`src/rtl/vend_sequencer.sv`:
```
// rtl/vend_sequencer.sv - vending controller: coin credit, vend gating, timed dispense and change pulses
// Optional macro CHANGE_DIME_EN: pay change in dimes while credit >= 2, nickels otherwise.
module vend_sequencer #(
  parameter int PRICE_N      = 5,
  parameter int MAX_N        = 15,
  parameter int CREDIT_W     = 4,
  parameter int PULSE_CYCLES = 4,
  parameter int GAP_CYCLES   = 4
) (
  input  logic                clk,
  input  logic                rst,
  input  logic                nickel,
  input  logic                dime,
  input  logic                dispense_btn,
  input  logic                cancel,
  output logic                locked_led,
  output logic                dispense_led,
  output logic                change,
  output logic                change_dime,
  output logic                coin_reject,
  output logic                req_deny,
  output logic                busy,
  output logic [CREDIT_W-1:0] credit
);

  localparam int T_MAX = (PULSE_CYCLES > GAP_CYCLES) ? PULSE_CYCLES : GAP_CYCLES;
  localparam int TW    = (T_MAX > 1) ? $clog2(T_MAX) : 1;

  localparam logic [TW-1:0]       PULSE_LAST = TW'(PULSE_CYCLES - 1);
  localparam logic [TW-1:0]       GAP_LAST   = TW'(GAP_CYCLES - 1);
  localparam logic [CREDIT_W-1:0] PRICE_C    = CREDIT_W'(PRICE_N);
  localparam logic [CREDIT_W:0]   MAX_C      = (CREDIT_W + 1)'(MAX_N);

`ifdef CHANGE_DIME_EN
  localparam bit DIME_PAY = 1'b1;
`else
  localparam bit DIME_PAY = 1'b0;
`endif

  typedef enum logic [1:0] {
    S_IDLE,
    S_CREDIT,
    S_VEND,
    S_CHANGE
  } state_t;

  state_t              state_q, state_d;
  logic [CREDIT_W-1:0] credit_q, credit_d;
  logic [TW-1:0]       timer_q, timer_d;
  logic                gap_q, gap_d;
  logic                locked_led_q, locked_led_d;
  logic                dispense_led_q, dispense_led_d;
  logic                change_q, change_d;
  logic                change_dime_q, change_dime_d;
  logic                coin_reject_q, coin_reject_d;
  logic                req_deny_q, req_deny_d;
  logic                busy_q, busy_d;

  logic                grant;
  logic                start_pay;
  logic [CREDIT_W:0]   coin_sum;

  always_comb begin
    state_d        = state_q;
    credit_d       = credit_q;
    timer_d        = timer_q;
    gap_d          = gap_q;
    dispense_led_d = dispense_led_q;
    change_d       = change_q;
    change_dime_d  = change_dime_q;
    coin_reject_d  = 1'b0;
    req_deny_d     = 1'b0;
    grant          = 1'b0;
    start_pay      = 1'b0;
    // A dime takes precedence over a simultaneous nickel
    coin_sum       = {1'b0, credit_q} + (CREDIT_W + 1)'(dime ? 2 : 1);

    case (state_q)
      S_IDLE, S_CREDIT: begin
        if (cancel) begin
          if (state_q == S_CREDIT) start_pay = 1'b1;
        end else if (dispense_btn) begin
          if (credit_q >= PRICE_C) begin
            grant          = 1'b1;
            state_d        = S_VEND;
            credit_d       = credit_q - PRICE_C;
            dispense_led_d = 1'b1;
            timer_d        = '0;
          end else begin
            req_deny_d = 1'b1;
          end
        end

        if (nickel || dime) begin
          if (grant || start_pay || (coin_sum > MAX_C)) begin
            coin_reject_d = 1'b1;
          end else begin
            credit_d = coin_sum[CREDIT_W-1:0];
            if (nickel && dime) coin_reject_d = 1'b1;
          end
        end

        if (!grant && !start_pay) state_d = (credit_d == '0) ? S_IDLE : S_CREDIT;
      end

      S_VEND: begin
        coin_reject_d = nickel | dime;
        if (timer_q == PULSE_LAST) begin
          dispense_led_d = 1'b0;
          timer_d        = '0;
          if (credit_q != '0) start_pay = 1'b1;
          else                state_d   = S_IDLE;
        end else begin
          timer_d = timer_q + 1'b1;
        end
      end

      S_CHANGE: begin
        coin_reject_d = nickel | dime;
        if (!gap_q) begin
          if (timer_q == PULSE_LAST) begin
            change_d      = 1'b0;
            change_dime_d = 1'b0;
            gap_d         = 1'b1;
            timer_d       = '0;
          end else begin
            timer_d = timer_q + 1'b1;
          end
        end else begin
          if (timer_q == GAP_LAST) begin
            gap_d   = 1'b0;
            timer_d = '0;
            if (credit_q == '0) state_d   = S_IDLE;
            else                start_pay = 1'b1;
          end else begin
            timer_d = timer_q + 1'b1;
          end
        end
      end

      default: state_d = S_IDLE;
    endcase

    // Each payout pulse takes its coin off the credit on its first cycle
    if (start_pay) begin
      state_d = S_CHANGE;
      gap_d   = 1'b0;
      timer_d = '0;
      if (DIME_PAY && (credit_q >= CREDIT_W'(2))) begin
        change_dime_d = 1'b1;
        credit_d      = credit_q - CREDIT_W'(2);
      end else begin
        change_d = 1'b1;
        credit_d = credit_q - CREDIT_W'(1);
      end
    end

    locked_led_d = (credit_d < PRICE_C);
    busy_d       = (state_d == S_VEND) || (state_d == S_CHANGE);
  end

  always_ff @(posedge clk) begin
    if (!rst) begin
      state_q        <= S_IDLE;
      credit_q       <= '0;
      timer_q        <= '0;
      gap_q          <= 1'b0;
      locked_led_q   <= 1'b1;
      dispense_led_q <= 1'b0;
      change_q       <= 1'b0;
      change_dime_q  <= 1'b0;
      coin_reject_q  <= 1'b0;
      req_deny_q     <= 1'b0;
      busy_q         <= 1'b0;
    end else begin
      state_q        <= state_d;
      credit_q       <= credit_d;
      timer_q        <= timer_d;
      gap_q          <= gap_d;
      locked_led_q   <= locked_led_d;
      dispense_led_q <= dispense_led_d;
      change_q       <= change_d;
      change_dime_q  <= change_dime_d;
      coin_reject_q  <= coin_reject_d;
      req_deny_q     <= req_deny_d;
      busy_q         <= busy_d;
    end
  end

  assign locked_led   = locked_led_q;
  assign dispense_led = dispense_led_q;
  assign change       = change_q;
  assign change_dime  = change_dime_q;
  assign coin_reject  = coin_reject_q;
  assign req_deny     = req_deny_q;
  assign busy         = busy_q;
  assign credit       = credit_q;

endmodule

```
`config.mk`:
```
export PLATFORM = sky130hd
export DESIGN_NAME = vend_sequencer
export DESIGN_NICKNAME = d
export VERILOG_FILES = /design/src/rtl/vend_sequencer.sv
export SDC_FILE = /design/constraint.sdc
export NUM_CORES = 1
export LEC_CHECK = 0
export CORE_AREA = 2 2 50 52
export CTS_CLUSTER_DIAMETER = 120
export CTS_CLUSTER_SIZE = 40
export DETAILED_ROUTE_END_ITERATION = 16
export DIE_AREA = 0 0 52 54
export DONT_BUFFER_PORTS = 1
export PLACE_DENSITY = 0.72
export SETUP_SLACK_MARGIN = 0.3
export SLEW_MARGIN = 25
export SYNTH_ARGS = -nofsm -noshare
export SYNTH_HDL_FRONTEND = slang
export SYNTH_SLANG_ARGS = --single-unit
```
`constraint.sdc`:
```
create_clock -name clk -period 3.9 [get_ports clk]
set_clock_uncertainty 0.1 [all_clocks]
set_input_delay 0.195 -clock clk [delete_from_list [all_inputs] [get_ports clk]]
set_output_delay 0.195 -clock clk [all_outputs]
set_load 0.05 [all_outputs]
```
After elaboration in Yosys (flattened, before gate mapping)
Index checks and enable logic that the tools add are counted.
Cells by class
  add/sub/neg operators: 4
  $lt $le $gt $ge: 3
  eq/ne operators: 11
  multiplexer cells: 55
  bitwise logic cells: 4
  reduce and logical (&&, ||, !) cells: 22
Operator list (number)
  $mux W4: 8
  $mux W2: 15
  $mux W1: 27
  $eq A2 B2 Y1 const B: 5
  $logic_not A4 Y1: 2
  $ne A2 B2 Y1 const B: 4
  $pmux W2 S3: 1
  $reduce_and A3 Y1: 2
  $reduce_bool A2 Y1: 3
  $reduce_or A2 Y1: 3
  $add A4 B2 Y5: 1
  $gt A5 B4 Y1 const B: 1
  $reduce_and A5 Y1: 1
  $ge A4 B3 Y1 const B: 1
  $logic_or A1 B1 Y1: 4
  $lt A4 B3 Y1 const B: 1
  $pmux W1 S2: 2
  $pmux W2 S2: 1
  $reduce_bool A4 Y1: 1
  $reduce_or A4 Y1: 1
  $sub A4 B1 Y4 const B: 1
  $sub A4 B3 Y4 const B: 1
  $not A1 Y1: 3
  $pmux W1 S3: 1
  7 further kinds: 9
Storage, ports and cells
  register bits: 15
  input bits: 6
  output and inout bits: 11

Depth between registers and ports, before layout
  word-level depth: 17
  mapped depth: 10
  depth with buffers taken out: 9

Least setup slack after synthesis
OpenSTA, ideal clock, no wires.
  path type: reg2reg
  start: register credit_q[0] (netlist: credit[0])
  end: register state_q[0]
  data arrival time: 2489 ps
  path slack: 1194 ps
  cell stages (with the launch flop): 10
  buffers on the path: 1
  clock period less this slack: 2706 ps
  path through: dfxtp_1 ha_1 fa_1 and3_1 or3_1 buf_2 and2_0 o21ai_1 o2111ai_1 o211a_1
On the way
  cells in the longest elaborated chain, start to end: 15
  elaborated cells on any way between the ends: 39
RTL lines
  start: declaration: line 48  | logic [CREDIT_W-1:0] credit_q, credit_d;
  start signal: assignment: line 177  | credit_q <= credit_d;
  $ge A4 B3 Y1: line 83  | if (credit_q >= PRICE_C) begin
  $mux W1: line 83
  $mux W1: line 82  | end else if (dispense_btn) begin
  $mux W1: line 80  | if (cancel) begin
  $mux W1: line 78  | case (state_q)
  $logic_or A1 B1 Y1 (2 in a row): line 95  | if (grant || start_pay || (coin_sum > MAX_C)) begin
  $mux W4: line 95
  $mux W4: line 94  | if (nickel || dime) begin
  $mux W4: line 78
  $logic_not A4 Y1: line 103  | if (!grant && !start_pay) state_d = (credit_d == '0) ? S_IDLE : S_CREDIT;
  $mux W1: line 103
  $mux W2: line 103
  $pmux W2 S3: line 78
  $mux W2 *: line 145  | if (start_pay) begin
  end signal: assignment: line 176  | state_q <= state_d;
  end: declaration: line 47  | state_t state_q, state_d;
Every way passes the cells marked *; elsewhere a longest branch is shown, timed or not. The select of a mux whose other input is x is not followed.
A chain may end at the register's enable or synchronous reset.

Worst setup path in the final report
  start: register credit_q[1] (netlist: credit[1])
  end: register state_q[0]
The elaborated chain is that of the path after synthesis.

==> flow_metrics.tcl <==
set metrics [dict create \
    worstMarginPinSlew_ns 0.884 \
    grt_overflow_total 0 \
    firstDrtPassIters 6 \
    fin_tns_setup_ns 0 \
    synth_cells 134 \
    via_per_inst 6.15 \
    drive_gt1_frac 0.0970 \
    outcome "finished clean" \
    clock_latency_ns 0.30 \
    drc 0 \
    comb_power_share 0.454 \
    use_met2 0.300 \
    setup_viol 0 \
    yosysSeqAreaShare 0.282 \
    multi_input_area_sq_um 694 \
    synth_area_leaders "dfxtp_1, ha_1, nor2_1" \
    pre_cts_slack_ns 0.773 \
    powerDensity_nw_per_um2 867 \
    port_buffers 0 \
    start_util 0.460 \
    nFillCells 228 \
    die_w_um 52 \
    cts_setup_buffers 0 \
    hold_depth 2 \
    cp_max_fo 8 \
    ys_seq_elements 15 \
    cp.arrival_ns 3.33 \
    clk_root_buffer_cell "clkbuf_4" \
    max_cap_violations 0 \
    leakagePower_nw 0.426 \
    met3_usage 0.0667 \
    p_sw_mw 0.527 \
    cts_hold_buf 1 \
    die-area_sq_um 2810 \
    reg2reg_slack_ns 0.68 \
    drt_iter0_drc 43 \
    required_ns 4.01 \
    fp.dieH_um 54 \
    fin_crit_ns 3.22 \
    ff2ff_path_depth 8 \
    track_usage 0.197 \
    final_nets 147 \
    synth_edf_count 0 \
    grt_pass1_wl_um 4090 \
    grt.busiest_layer "met2" \
    critPathLaunchType "flop" \
    seq_area_sq_um 300 \
    mostFrequentLayoutCell "dfxtp_1" \
    fmax_ghz 0.310 \
    ant_nets 0 \
    dp_cells 159 \
    antenna_found_initial 0 \
    grt_pass1_vias 870 \
    synth_area_per_cell_sq_um 7.96 \
    area_growth_pct 4.58 \
    endpoint_kind "flop" \
    fin_ws_ns 0.679 \
    netlist.area_leader.share 0.282 \
    dp_hpwl_um 1860 \
    worstHoldPathType "in2reg" \
    clockBufferDepth 2 \
    rows 18 \
    synthFlopType "dfxtp_1" \
    cts_resized 0 \
    grt_max_degree 17 \
    globalRouteMet1Util 0.251 \
    clk_pin_slew_ns 0.11 \
    core_area_sq_um 2320 \
    maxSlewHeadroom 0.410 \
    rsz0062_at_grt "false" \
    num_io_pins 17 \
    p_sw_frac 0.545 \
    routed_wirelength_um 2590 \
    num_vias 1008 \
    async_flop_share 0 \
    gp_congestion 0.964 \
    syn_area_sq_um 1070 \
    cts_buffers 3 \
    wire_per_inst_um 15.8 \
    intPower_mw 0.440 \
    ctsHtreeMaxLevel 1 \
    max-vdd-ir-drop_mv 0.505 \
    hold_viol 0 \
    slew_viol_final 0 \
    syn_nets 146 \
    ys_warn_count 0 \
    pwr-share-clk 0.100 \
    final_cell_mix "dfxtp_1, nor2_1, nand2_1" \
    synth_cell_types 50 \
    fin_crit_sh 0.826 \
    cts_tree "done" \
    clkSinkCount 15 \
    diodes 0 \
    critPathKind "reg2reg" \
    finalNonFillerCells 164 \
    yosys.area.top_type "dfxtp_1" \
    pwr-share-seq 0.445 \
]
==> cells in the mapped netlist (all sizes together), types with 2 or more instances <==
cell / number
nor3: 6
o31ai: 2
and3: 2
and2: 3
inv: 8
nor4: 2
or3: 2
nor3b: 2
buf: 5
o2111ai: 2
dfxtp: 15
nand3: 4
a31oi: 2
clkbuf: 2
nor2b: 3
nand2: 10
nor2: 12
o21a: 2
o211ai: 2
o41ai: 2
and3b: 2
o21ai: 9
a21oi: 8
a21boi: 3
and4: 2
ha: 5
==> layout make-up <==
| class | count | area share |
|---|---|---|
| well taps | 30 | 0.0337 |
| clock inverters | 1 | 0.00449 |
| clock buffers | 3 | 0.0202 |
| flip-flops and latches | 15 | 0.269 |
| multi-input cells | 104 | 0.623 |
| repair buffers | 3 | 0.0224 |
| inverters | 8 | 0.0269 |
==> critical path: stages (launching register included) <==
cell and delay [ns]:
dfxtp_1 0.83, inv_1 0.19, ha_1 0.30, nor3b_1 0.18
nor3_1 0.71, nor2_1 0.15, o21ai_1 0.24, o2111ai_1 0.17
o211a_1 0.26
==> through the flow <==
stage / total power, mW / util / cell area [sq um] / hold slack [ns]
global placement: 0.857 / 0.464 / 1080 / 0.221
finish: 0.967 / 0.481 / 1110 / 0.000339
floorplan: 0.769 / - / 1070 / 0.239
global route: 1.04 / 0.481 / 1110 / 0.00836
CTS: 0.954 / 0.481 / 1110 / 0.00748
detailed placement: 0.857 / 0.464 / 1080 / 0.222
==> cell families (layout without fill, tap and decap cells) <==
logic type | Yosys count | count (layout) | share of synthesized area
AOI/OAI and AO/OA | 41 | 41 | 0.273
xor gates and xnor gates | 2 | 2 | 0.0164
adders and majority gates | 6 | 6 | 0.0775
buffers and inverters | 15 | 15 | 0.0669
DFF | 15 | 15 | 0.282
other | 1 | 1 | 0.00352
and+or+nand+nor | 54 | 54 | 0.281
==> power groups by stage <==
stage                     registers (mW)  logic [mW]  clock network, mW
final                              0.430       0.439             0.0971
after global placement             0.432       0.425                  0
after detailed placement           0.431       0.426                  0
after global routing               0.443       0.495              0.104
after CTS                          0.428       0.432             0.0931
after floorplan                    0.379       0.390                  0
==> flip-flops by register name (all words and copies together), names as in the netlist <==
name / cells
credit: 4
dispense_led: 1
change: 1
coin_reject: 1
busy: 1
state_q: 2
timer_q: 2
req_deny: 1
locked_led: 1
gap_q: 1
==> path summary, 6_finish.rpt <==
kind	to	start
min	req_deny	cancel
min reg2reg	timer_q[0]	timer_q[0]
max	state_q[0]	credit[1]
max reg2reg	state_q[0]	credit[1]
==> routing by layer <==
layer	vias to the layer above	routed length (um)
li1	493	-
met1	456	1090
met2	47	1170
met3	12	248
met4	0	79
met5	-	0
Note: power is estimated with default switching activity, not from simulation.
